<file path="src/rtl/omsp_spm_seq.sv">
// Sequential SPM configuration controller: walks one slot per cycle through a shared read
// port for overlap/lookup checks, then issues one slot write. Option: SPM_SEQ_RANGE_CHECK_EN.
module omsp_spm_seq #(
  parameter int unsigned NB_SPMS = 4,
  parameter int unsigned SLOT_W  = 2
) (
  input  logic              mclk,
  input  logic              puc_rst,
  input  logic              req_valid,
  input  logic              req_op,
  output logic              req_ready,
  input  logic [63:0]       req_bounds,
  input  logic [15:0]       req_pc,
  output logic [SLOT_W-1:0] slot_idx,
  input  logic              slot_en,
  input  logic [63:0]       slot_bounds,
  output logic              slot_wr,
  output logic              slot_wr_en,
  output logic [63:0]       slot_wr_bounds,
  output logic              busy,
  output logic              done,
  output logic [1:0]        status,
  output logic [SLOT_W-1:0] result_id
);

  typedef enum logic [1:0] {StIdle, StScan, StCommit, StResp} state_e;

  localparam logic [1:0] StatusOk      = 2'b00;
  localparam logic [1:0] StatusOverlap = 2'b01;
  localparam logic [1:0] StatusNoFree  = 2'b10;
  localparam logic [1:0] StatusInvalid = 2'b11;

  state_e            state;
  logic              op;
  logic [15:0]       pc;
  logic              free_found;
  logic [SLOT_W-1:0] target;

  // Empty ranges are excluded explicitly: the bare interval test would flag [x,x) inside [a,b).
  function automatic logic ovl(input logic [15:0] as, input logic [15:0] ae,
                               input logic [15:0] bs, input logic [15:0] be);
    return (as != ae) && (bs != be) && (as < be) && (bs < ae);
  endfunction

  logic slot_ovl;
  logic pc_hit;
  logic last;

  always_comb begin
    slot_ovl = ovl(slot_wr_bounds[63:48], slot_wr_bounds[47:32],
                   slot_bounds[63:48], slot_bounds[47:32]) ||
               ovl(slot_wr_bounds[63:48], slot_wr_bounds[47:32],
                   slot_bounds[31:16], slot_bounds[15:0]) ||
               ovl(slot_wr_bounds[31:16], slot_wr_bounds[15:0],
                   slot_bounds[63:48], slot_bounds[47:32]) ||
               ovl(slot_wr_bounds[31:16], slot_wr_bounds[15:0],
                   slot_bounds[31:16], slot_bounds[15:0]);
    pc_hit   = (slot_bounds[63:48] <= pc) && (pc < slot_bounds[47:32]);
    last     = (slot_idx == SLOT_W'(NB_SPMS - 1));
  end

`ifdef SPM_SEQ_RANGE_CHECK_EN
  logic req_bad;
  always_comb begin
    req_bad = (req_bounds[63:48] >= req_bounds[47:32]) ||
              (req_bounds[31:16] >= req_bounds[15:0]) ||
              ovl(req_bounds[63:48], req_bounds[47:32], req_bounds[31:16], req_bounds[15:0]);
  end
`endif

  assign req_ready = (state == StIdle) && !puc_rst;
  assign busy      = (state != StIdle);

  always_ff @(posedge mclk) begin
    if (puc_rst) begin
      state          <= StIdle;
      op             <= 1'b0;
      pc             <= '0;
      free_found     <= 1'b0;
      target         <= '0;
      slot_idx       <= '0;
      slot_wr        <= 1'b0;
      slot_wr_en     <= 1'b0;
      slot_wr_bounds <= '0;
      done           <= 1'b0;
      status         <= StatusOk;
      result_id      <= '0;
    end else begin
      slot_wr <= 1'b0;
      done    <= 1'b0;
      unique case (state)
        StIdle: begin
          if (req_valid) begin
            op             <= req_op;
            pc             <= req_pc;
            slot_wr_bounds <= req_bounds;
            free_found     <= 1'b0;
            slot_idx       <= '0;
`ifdef SPM_SEQ_RANGE_CHECK_EN
            if (!req_op && req_bad) begin
              status <= StatusInvalid;
              done   <= 1'b1;
              state  <= StResp;
            end else begin
              state <= StScan;
            end
`else
            state <= StScan;
`endif
          end
        end

        StScan: begin
          if (!op) begin
            if (slot_en && slot_ovl) begin
              status <= StatusOverlap;
              done   <= 1'b1;
              state  <= StResp;
            end else if (last) begin
              if (free_found || !slot_en) begin
                // Lowest free index wins; the last slot is only the target if nothing earlier was free.
                target     <= free_found ? target : slot_idx;
                slot_idx   <= free_found ? target : slot_idx;
                slot_wr    <= 1'b1;
                slot_wr_en <= 1'b1;
                state      <= StCommit;
              end else begin
                status <= StatusNoFree;
                done   <= 1'b1;
                state  <= StResp;
              end
            end else begin
              if (!slot_en && !free_found) begin
                free_found <= 1'b1;
                target     <= slot_idx;
              end
              slot_idx <= slot_idx + SLOT_W'(1);
            end
          end else begin
            if (slot_en && pc_hit) begin
              target     <= slot_idx;
              slot_wr    <= 1'b1;
              slot_wr_en <= 1'b0;
              state      <= StCommit;
            end else if (last) begin
              status <= StatusInvalid;
              done   <= 1'b1;
              state  <= StResp;
            end else begin
              slot_idx <= slot_idx + SLOT_W'(1);
            end
          end
        end

        StCommit: begin
          status    <= StatusOk;
          result_id <= target;
          done      <= 1'b1;
          state     <= StResp;
        end

        StResp: begin
          state <= StIdle;
        end

        default: state <= StIdle;
      endcase
    end
  end

endmodule

</file>
<file path="config.mk">
export PLATFORM = sky130hd
export DESIGN_NAME = omsp_spm_seq
export DESIGN_NICKNAME = d
export VERILOG_FILES = /design/src/rtl/omsp_spm_seq.sv
export SDC_FILE = /design/constraint.sdc
export NUM_CORES = 1
export LEC_CHECK = 0
export CORE_MARGIN = 2
export CORE_UTILIZATION = 49
export DETAILED_ROUTE_END_ITERATION = 7
export PLACE_DENSITY = 0.79
export SLEW_MARGIN = 0
export SYNTH_ARGS = -nofsm -noshare
export SYNTH_HDL_FRONTEND = slang
export SYNTH_SLANG_ARGS = --single-unit
</file>
<file path="constraint.sdc">
create_clock -name mclk -period 3.4 [get_ports mclk]
set_input_delay 0.68 -clock mclk [delete_from_list [all_inputs] [get_ports mclk]]
set_output_delay 0.68 -clock mclk [all_outputs]
set_load 0.01 [all_outputs]
</file>
==> flow_metrics.tcl <==
set metrics [dict create \
    status "finished clean" \
    drt_first_iter_violations 528 \
    dr.pass1.iters 5 \
    yosysTopAreaCell "ha_1" \
    p_total_uw 4830 \
    start_util_pct 49.7 \
    final_antenna_net_count 0 \
    crit_path_start_kind "primary input" \
    row_count 46 \
    drv_slew 0 \
    hpwl_um 21900 \
    numClockSinks 95 \
    hold_ws_ns 0.481 \
    final-setup-viol-count 0 \
    die_w_um 130 \
    layout_min_cycle_time_ns 3.33 \
    clkTransAtPathRegs_ns 0.07 \
    drv_cap 0 \
    antenna_found_initial 0 \
    finalInstanceArea_um2 11200 \
    layout-drive-gt1-share_pct 9.78 \
    syn_inst 987 \
    grt_pass1_wl_um 41000 \
    synth_edf_count 0 \
    arrival_ns 3.62 \
    synth_top_area_share_pct 24.8 \
    max_stage_delay_ns 0.50 \
    async_flop_share_pct 0 \
    grt_max_degree 49 \
    path_max_fanout 3 \
    cp_slowest_cell "clkdlybuf4s50_1" \
    worstPathCellList "clkdlybuf4s50_1, inv_1, ha_1, o21a_1, nor2_1, or4_1, a211o_1, o2111ai_2, o31ai_4, buf_4, o31a_1, or3_1, a21oi_2" \
    htreeDepth 3 \
    synthFlopType "dfxtp_1" \
    required_ns 3.69 \
    multi_input_area_um2 5510 \
    synth_area_um2 7810 \
    die_y_um 130 \
    tightest_slew_ns 0.748 \
    finClkSkew_ns 0.00576 \
    hp-class "reg -> reg" \
    design.portCount 224 \
    grt_pass1_vias 8115 \
    synth_area_leaders "ha_1, dfxtp_1, nand2_1, a21oi_1, inv_1" \
    max_freq_mhz 300 \
    power_leakage_uw 0.00493 \
    yosysWarnings 0 \
    synth.avg_cell_area_um2 7.92 \
    fin_crit_sh_pct 98.0 \
    vdd_drop_max_uv 269 \
    vias 8350 \
    core_um2 15700 \
    syn_nets 1291 \
    fin_tns_setup_ns 0 \
    grt_usage_pct 31.6 \
    synth-seq-cells 95 \
    n_antenna_cell 0 \
    clk_latency_ns 0.36 \
    placed_area_um2 10900 \
    path_class "in -> reg" \
    cts_inserted_buffers 9 \
    cts_tree "built" \
    syn_to_final_growth_pct 43.9 \
    drc 0 \
    fillers 1245 \
    via_per_inst 5.55 \
    slew_headroom_pct 49.9 \
    ff_latch_area_um2 1900 \
    hold_violations 0 \
    wl_per_cell_um 17.8 \
    gp_congestion 1.05 \
    clock-root-buffer "clkbuf_16" \
    port_buffers 223 \
    synth_cell_types 55 \
    powerDensity_nw_per_um2 430 \
    die_area_um2 17000 \
    clockBufferDepth 2 \
    cp-end-kind "flip-flop" \
    grt_overflow 0 \
    wl_um 26800 \
    fin_nets 1587 \
    seq_area_frac_synth_pct 24.3 \
]
==> worst max-delay path: cells and delay by family <==
family,cells,cell delay (ns)
AOI/OAI and AO/OA,6,1.07
adders and majority gates,1,0.28
and+or+nand+nor,3,0.87
buffers and inverters,3,0.73
==> timing repair <==
action	4_1_cts	5_1_grt
pin swaps	5	6
resized for setup	4	9
hold buffers	0	0
endpoints found under the setup margin	6	8
setup buffers	0	1
==> state kept, by name, indices dropped and copies added (netlist names) <==
name,flops
done,1
free_found,1
op,1
pc,16
result_id,2
slot_idx,2
slot_wr,1
slot_wr_bounds,64
slot_wr_en,1
state,2
status,2
target,2
==> cell usage after synthesis, drive strengths merged, types with 6 or more instances <==
master and instances:
nand4 32, dfxtp 95, a21oi 130, xnor2 32, a2111oi 9, nor2 24
a21o 20, nor2b 8, ha 155, a211o 6, xor2 32, o21ai 28
nand2b 8, a211oi 7, clkbuf 25, nand2 192, nand3 8, inv 91
nor4 13, mux2i 6
==> routing by layer <==
metal	global-route usage, %	routed length (um)
met4	15.1	1150
met1	40.1	11600
met5	0	0
met2	52.5	12100
met3	4.80	2040
==> layout by cell type (no fill, tap or decap), types with 3 or more instances in the layout <==
| cell type | n |
|---|---|
| a2111oi_1 | 3 |
| a2111oi_2 | 4 |
| a211o_1 | 6 |
| a211oi_1 | 6 |
| a21o_1 | 20 |
| a21oi_1 | 129 |
| a221oi_1 | 3 |
| a31oi_1 | 3 |
| buf_4 | 91 |
| clkbuf_16 | 9 |
| clkbuf_8 | 3 |
| clkdlybuf4s50_1 | 219 |
| dfxtp_1 | 95 |
| ha_1 | 154 |
| inv_1 | 89 |
| mux2i_1 | 6 |
| nand2_1 | 191 |
| nand2b_1 | 8 |
| nand3_1 | 8 |
| nand4_1 | 32 |
| nor2_1 | 24 |
| nor2b_1 | 8 |
| nor3_1 | 4 |
| nor4_1 | 12 |
| o211ai_1 | 4 |
| o21a_1 | 3 |
| o21ai_0 | 18 |
| o21ai_1 | 10 |
| o2bb2ai_1 | 3 |
| or3_1 | 5 |
| or4_1 | 4 |
| xnor2_1 | 32 |
| xor2_1 | 32 |
==> power by group <==
| part | leakage [uW] | total, uW | switching [uW] | internal (uW) |
|---|---|---|---|---|
| clock | 0.000145 | 1010 | 454 | 556 |
| sequential | 0.000778 | 1540 | 262 | 1280 |
| combinational | 0.00401 | 2280 | 1180 | 1100 |
| total | 0.00493 | 4830 | 1900 | 2930 |
==> stage by stage <==
stage	setup WS (ns)	std cells	util, %
floorplan	0.496	987	-
global placement	-0.402	1487	69.4
detailed placement	-0.449	1487	69.4
CTS	0.0107	1503	71.3
global route	-0.0104	1504	71.6
finish	0.0682	1504	71.6
==> worst paths after layout <==
check | start | endpoint | slack, ns | cells after the start
max | slot_bounds[3] | slot_wr_en | 0.07 | 13
min | pc[9] | pc[9] | 0.48 | 2
max reg2reg | slot_wr_bounds[23] | slot_wr_en | 0.43 | 11
min reg2reg | pc[9] | pc[9] | 0.48 | 2
==> logic make-up (layout without fill, tap and decap cells) <==
group / count (synthesis) / count (layout) / synth area share (%)
AO/OA/AOI/OAI: 238 / 238 / 19.2
buffers and inverters: 121 / 422 / 5.81
flip-flops: 95 / 95 / 24.3
AND/OR/NAND/NOR: 308 / 308 / 17.9
XOR/XNOR: 64 / 64 / 7.17
multiplexers: 6 / 6 / 0.769
adder cells (fa/ha/maj): 155 / 155 / 24.8
==> final cells by class <==
cell class                 instances  share of cell area [%]
tap                              216                    2.40
inverter                          91                    3.04
sequential                        95                    16.9
timing repair buffer             315                    26.1
multi-input combinational        771                    49.0
clock buffer                      12                    2.37
clock inverter                     4                   0.234
Power figures use the tool's default switching activity.
